--- src/rtl/r4_ifft_seq.sv ---
// Sequential 4-point radix-4 inverse DFT: load 4 bins, compute in one cycle, emit 4 samples.
// Optional IFFT_ROUND_EN: round half up before the divide-by-4 instead of flooring.
module r4_ifft_seq #(
  parameter int DW = 16
) (
  input  logic                 clk,
  input  logic                 rst,
  input  logic                 in_valid,
  output logic                 in_ready,
  input  logic signed [DW-1:0] in_r,
  input  logic signed [DW-1:0] in_i,
  output logic                 out_valid,
  input  logic                 out_ready,
  output logic signed [DW-1:0] out_r,
  output logic signed [DW-1:0] out_i,
  output logic                 out_last
);

  localparam int SW = DW + 2;

  typedef enum logic [1:0] {LOAD, CALC, EMIT} state_t;

  state_t              r_state;
  logic [1:0]          r_idx;
  logic signed [DW-1:0] r_fr [4];
  logic signed [DW-1:0] r_fi [4];
  logic signed [DW-1:0] r_xr [1:3];
  logic signed [DW-1:0] r_xi [1:3];

  logic signed [SW-1:0] w_ar [4];
  logic signed [SW-1:0] w_ai [4];
  logic signed [SW-1:0] w_sr [4];
  logic signed [SW-1:0] w_si [4];
  logic signed [DW-1:0] w_xr [4];
  logic signed [DW-1:0] w_xi [4];

  // Sums are DW+2 wide so four full-scale terms never wrap.
  always_comb begin
    for (int k = 0; k < 4; k++) begin
      w_ar[k] = {{2{r_fr[k][DW-1]}}, r_fr[k]};
      w_ai[k] = {{2{r_fi[k][DW-1]}}, r_fi[k]};
    end
    w_sr[0] = w_ar[0] + w_ar[1] + w_ar[2] + w_ar[3];
    w_si[0] = w_ai[0] + w_ai[1] + w_ai[2] + w_ai[3];
    w_sr[1] = w_ar[0] - w_ai[1] - w_ar[2] + w_ai[3];
    w_si[1] = w_ai[0] + w_ar[1] - w_ai[2] - w_ar[3];
    w_sr[2] = w_ar[0] - w_ar[1] + w_ar[2] - w_ar[3];
    w_si[2] = w_ai[0] - w_ai[1] + w_ai[2] - w_ai[3];
    w_sr[3] = w_ar[0] + w_ai[1] - w_ar[2] - w_ai[3];
    w_si[3] = w_ai[0] - w_ar[1] - w_ai[2] + w_ar[3];
    for (int k = 0; k < 4; k++) begin
`ifdef IFFT_ROUND_EN
      w_xr[k] = DW'((w_sr[k] + SW'(2)) >>> 2);
      w_xi[k] = DW'((w_si[k] + SW'(2)) >>> 2);
`else
      w_xr[k] = DW'(w_sr[k] >>> 2);
      w_xi[k] = DW'(w_si[k] >>> 2);
`endif
    end
  end

  always_ff @(posedge clk or posedge rst) begin
    if (rst) begin
      r_state   <= LOAD;
      r_idx     <= 2'd0;
      in_ready  <= 1'b1;
      out_valid <= 1'b0;
      out_last  <= 1'b0;
      out_r     <= '0;
      out_i     <= '0;
      for (int k = 0; k < 4; k++) begin
        r_fr[k] <= '0;
        r_fi[k] <= '0;
      end
      for (int k = 1; k < 4; k++) begin
        r_xr[k] <= '0;
        r_xi[k] <= '0;
      end
    end else begin
      case (r_state)
        LOAD: begin
          if (in_valid && in_ready) begin
            r_fr[r_idx] <= in_r;
            r_fi[r_idx] <= in_i;
            r_idx       <= r_idx + 2'd1;
            if (r_idx == 2'd3) begin
              r_state  <= CALC;
              in_ready <= 1'b0;
            end
          end
        end
        CALC: begin
          // x0 goes straight to the output register; x1..x3 wait in the result bank.
          for (int k = 1; k < 4; k++) begin
            r_xr[k] <= w_xr[k];
            r_xi[k] <= w_xi[k];
          end
          out_r     <= w_xr[0];
          out_i     <= w_xi[0];
          out_valid <= 1'b1;
          out_last  <= 1'b0;
          r_idx     <= 2'd0;
          r_state   <= EMIT;
        end
        EMIT: begin
          if (out_valid && out_ready) begin
            if (r_idx == 2'd3) begin
              out_valid <= 1'b0;
              out_last  <= 1'b0;
              in_ready  <= 1'b1;
              r_idx     <= 2'd0;
              r_state   <= LOAD;
            end else begin
              out_r    <= r_xr[r_idx + 2'd1];
              out_i    <= r_xi[r_idx + 2'd1];
              out_last <= (r_idx == 2'd2);
              r_idx    <= r_idx + 2'd1;
            end
          end
        end
        default: r_state <= LOAD;
      endcase
    end
  end

endmodule

--- config.mk ---
export PLATFORM = sky130hd
export DESIGN_NAME = r4_ifft_seq
export DESIGN_NICKNAME = d
export VERILOG_FILES = /design/src/rtl/r4_ifft_seq.sv
export SDC_FILE = /design/constraint.sdc
export NUM_CORES = 1
export LEC_CHECK = 0
export ABC_AREA = 0
export CAP_MARGIN = 5
export CORE_UTILIZATION = 40
export DETAILED_ROUTE_END_ITERATION = 8
export GPL_TIMING_DRIVEN = 0
export RECOVER_POWER = 25
export SLEW_MARGIN = 20
export SYNTH_ARGS = -nofsm -noshare
export SYNTH_HDL_FRONTEND = slang
export SYNTH_SLANG_ARGS = --single-unit
export TNS_END_PERCENT = 10
--- constraint.sdc ---
create_clock -name clk -period 8.2 [get_ports clk]
set_input_delay 1.64 -clock clk [delete_from_list [all_inputs] [get_ports clk]]
set_output_delay 1.64 -clock clk [all_outputs]
set_load 0.1 [all_outputs]
==> results.rst <==
.. list-table::
   :header-rows: 1

   * - Metric
     - Value
   * - ANT nets after route
     - 0
   * - Post-Layout Inst Area
     - 0.02580 mm²
   * - Dominant register cell in the synthesized netlist
     - dfrtp_1
   * - Placement Rows
     - a little under 90
   * - Total Nets Final
     - approximately 2800
   * - Req. time, crit path
     - approximately 8.5 ns
   * - Worst reg2reg path depth
     - 12
   * - PD cells
     - 117.9 mW/mm²
   * - Most common cell in the synthesized netlist
     - inv_1
   * - Worst path bufs/invs
     - 4
   * - Post-synth EDFFs
     - 0
   * - Ant. Diodes
     - 0
   * - Placed inst area
     - ~0.025 mm²
   * - Initial standard-cell utilization of the core
     - 0.4044
   * - Share of the yosys chip area belonging to registers
     - 0.2887
   * - Top cell by count, worst path
     - clkbuf_1
   * - CP top delay family
     - buffers and inverters
   * - Hold EP
     - r_xi[3]
   * - Share of flip-flops with an asynchronous set or reset after synthesis
     - 1.000
   * - Level count of the clock H-tree
     - 2
   * - Critical hold path startpoint
     - r_xi[3]
   * - Ranking of synthesized cells by area
     - dfrtp_1, fa_1, mux2_2
   * - Pin count of the biggest net entering global routing
     - 36
   * - Vias in the first global route
     - approximately 18000
   * - Number of DRC violations after detailed-routing iteration 0
     - ~1200
   * - Critical Path Source Type
     - primary input
   * - Register bit count reported by yosys
     - 263
   * - Failing checks
     - max-capacitance violations, max-slew violations
   * - Count of cells resized by post-cts repair
     - 0
   * - Clock insertion delay at the later pin of the skew report
     - 0.57 ns
   * - Capture instance of the worst register-to-register path
     - r_xr[27]
   * - Global-route total usage across every layer
     - 0.2591
   * - Reg2Reg Launch Point
     - r_fr[2]
   * - Fraction of layout cells with a size suffix above 1
     - 0.1091
   * - Root Buffer
     - clkbuf_16
   * - Post-Synthesis Cells
     - 2210
   * - Worst path max stage delay
     - about 1.4 ns
   * - Detailed-routing iteration count for the pre-antenna-repair pass
     - 5
   * - Final worst clock skew
     - ~0.026 ns
   * - Area share of the largest cell type after synthesis
     - 0.2875
   * - Tcrit/Tclk final
     - 0.6522
   * - Number of hold-slack violations in the final timing report
     - 0
   * - Area enclosed by the die boundary
     - a little under 0.06 mm²
   * - Placer congestion estimate
     - a little over 0.9
   * - Clk pin slew, worst setup/hold paths
     - around 0.06 ns
   * - Slack of the worst reg-to-reg path
     - 3.37 ns
   * - Total of warnings raised by yosys
     - 0
   * - Critical-path cell list
     - dlygate4sd3_1 > clkinvlp_2 > clkbuf_1 > clkbuf_1
   * - Setup TNS
     - 0 ns
   * - Synth-to-Final Area Change
     - 13.12%
   * - Core utilization of the finished layout
     - 0.4575
   * - Die extent in y
     - around 240 µm
   * - CTS Buf Count
     - 35
   * - Post-DR vias/cell
     - approximately 5.5
   * - Hold buffer count at CTS
     - 0
   * - Crit path max fanout
     - 28
   * - Design Power
     - around 3 mW
   * - Maximum count of clock buffers along a single path
     - 3
   * - Average size of a mapped cell
     - approximately 10 µm²
   * - Crit path time final
     - 5.348 ns
   * - FMAX
     - ~190 MHz
   * - Synthesized net count
     - 2645
   * - Setup crit end kind
     - async pin
   * - X dimension of the die
     - 240.8 µm
   * - Mapped cell area
     - ~0.023 mm²
   * - Detailed Place HPWL
     - between 50000 and 60000 µm
   * - Number of endpoints failing setup at the final stage
     - 0
   * - Final Slew Violations
     - 160
   * - Number of buffers inserted by port buffering
     - 70
   * - Core ar.
     - 0.05639 mm²
   * - Global-route wire length before repair
     - 109500 µm
   * - Clock tree from TritonCTS
     - yes
   * - Number of standard cells in the final layout excluding fillers
     - approximately 3100
   * - Initial antenna violation count
     - 0
   * - Critical Path AT
     - roughly 5.7 ns
   * - Wirelength, routed
     - 72140 µm
   * - Worst VDD drop
     - between 100 and 150 µV
   * - Setup repair after global routing missed its margin
     - false
   * - Number of max-cap violations
     - 5
   * - Hold path depth
     - 1
   * - Commonest cells in the netlist
     - inv_1, dfrtp_1, fa_1
   * - Worst hold slack
     - between 0.4 and 0.5 ns
   * - Total via count after detailed routing
     - between 15000 and 20000
   * - Setup WS post-layout
     - around 2.9 ns
   * - Worst min-delay path class
     - register to register
   * - Run status
     - finished with violations
   * - Leakage
     - about 12 nW
   * - Grt ovf
     - 0
   * - DRC violations left
     - 0
   * - Biggest area consumer among synthesized cells
     - dfrtp_1
   * - Clock sinks
     - about 260
   * - Worst Path Class, Setup
     - primary input to async pin
   * - Remaining max-slew budget at the tightest pin
     - -0.2286
   * - Routed wire length per instance
     - about 23 µm
   * - Number of instances in the placed design
     - around 3000
   * - Post-CTS Setup Repair Bufs
     - 0
   * - CP max-delay cell
     - clkbuf_1
   * - Num ports
     - just over 70
   * - Pre-CTS WS
     - about 3.5 ns
   * - Distinct cell type count after synthesis
     - 74
   * - Measured slew at the worst slew-check pin
     - ~1.8 ns
area by class of cell:
type,count,area [µm²]
multi-input combinational,1472,14440
inverter,420,1578
tap,756,945.9
clock inverter,8,190.2
buffer,55,224.0
sequential,263,6583
timing repair buffer,78,779.5
clock buffer,51,1059
fill,5416,30590
worst reg2reg max path, stage by stage (launching register included):
cell      delay (ns)
dfrtp_1         0.45
inv_1           0.14
fa_1            0.54
fa_1            0.50
inv_1           0.04
ha_1            0.32
a21oi_1         0.36
a21oi_1         0.20
nor3_1          0.82
o211ai_1        0.22
a31oi_1         0.65
xnor2_1         0.18
mux2_2          0.29
logic make-up after synthesis:
group	synth area share
compound gates	0.1174
simple gates	0.07589
mux	0.1018
flops	0.2887
xor+xnor	0.03418
fa+ha+maj	0.3039
buf+inv	0.07819
cell usage in the layout, fill, tap and decap left out, drive strengths merged, types with 9 or more instances in the layout:
cell type,synthesis,routed
o2111ai,9,9
fa,258,258
buf,26,27
nand2,127,127
o21a,18,18
ha,141,141
a31oi,11,11
nor3,35,35
nand2b,24,24
mux2,175,175
a21o,37,37
inv,420,419
dfrtp,262,262
nand3,26,26
mux2i,35,35
xor2,41,41
o31ai,15,15
xnor2,48,48
nor2,86,86
clkdlybuf4s50,0,67
o311ai,9,9
o21ai,90,90
o21bai,12,12
a211oi,17,17
o211ai,32,32
clkbuf,29,87
a21oi,103,103
how the worst max path moves through the flow:
stage	slack, ns	depth (start not counted)	to	from
finish	2.85	4	r_xr[47]	rst
global route	2.21	4	r_fr[32]	rst
CTS	3.48	12	r_xr[27]	r_fr[2]
detailed placement	3.53	12	r_xr[27]	r_fr[2]
global placement	0.88	2	r_fr[16]	rst
floorplan	3.09	1	out_i[0]	rst
power by group:
part           switching (mW)  internal (mW)
Clock                   0.611           1.08
Sequential                  0           1.30
Combinational          0.0361         0.0187
state kept, by name, summed over array words and instances (netlist names):
name	cells
out_last	1
r_xi	48
out_r	16
r_fr	64
r_state	2
out_i	16
r_idx	2
r_xr	48
r_fi	64
out_valid	1
in_ready	1
layer usage:
layer | global-route usage | vias up | wire length, µm
met4 | 0.09801 | 0 | 3029
met3 | 0.04861 | 133 | 4822
li1 | - | 7512 | -
met1 | 0.3361 | 8684 | 30060
met5 | 0 | - | 0
met2 | 0.4297 | 601 | 34230
No activity file was read; power rests on OpenSTA's default activity.
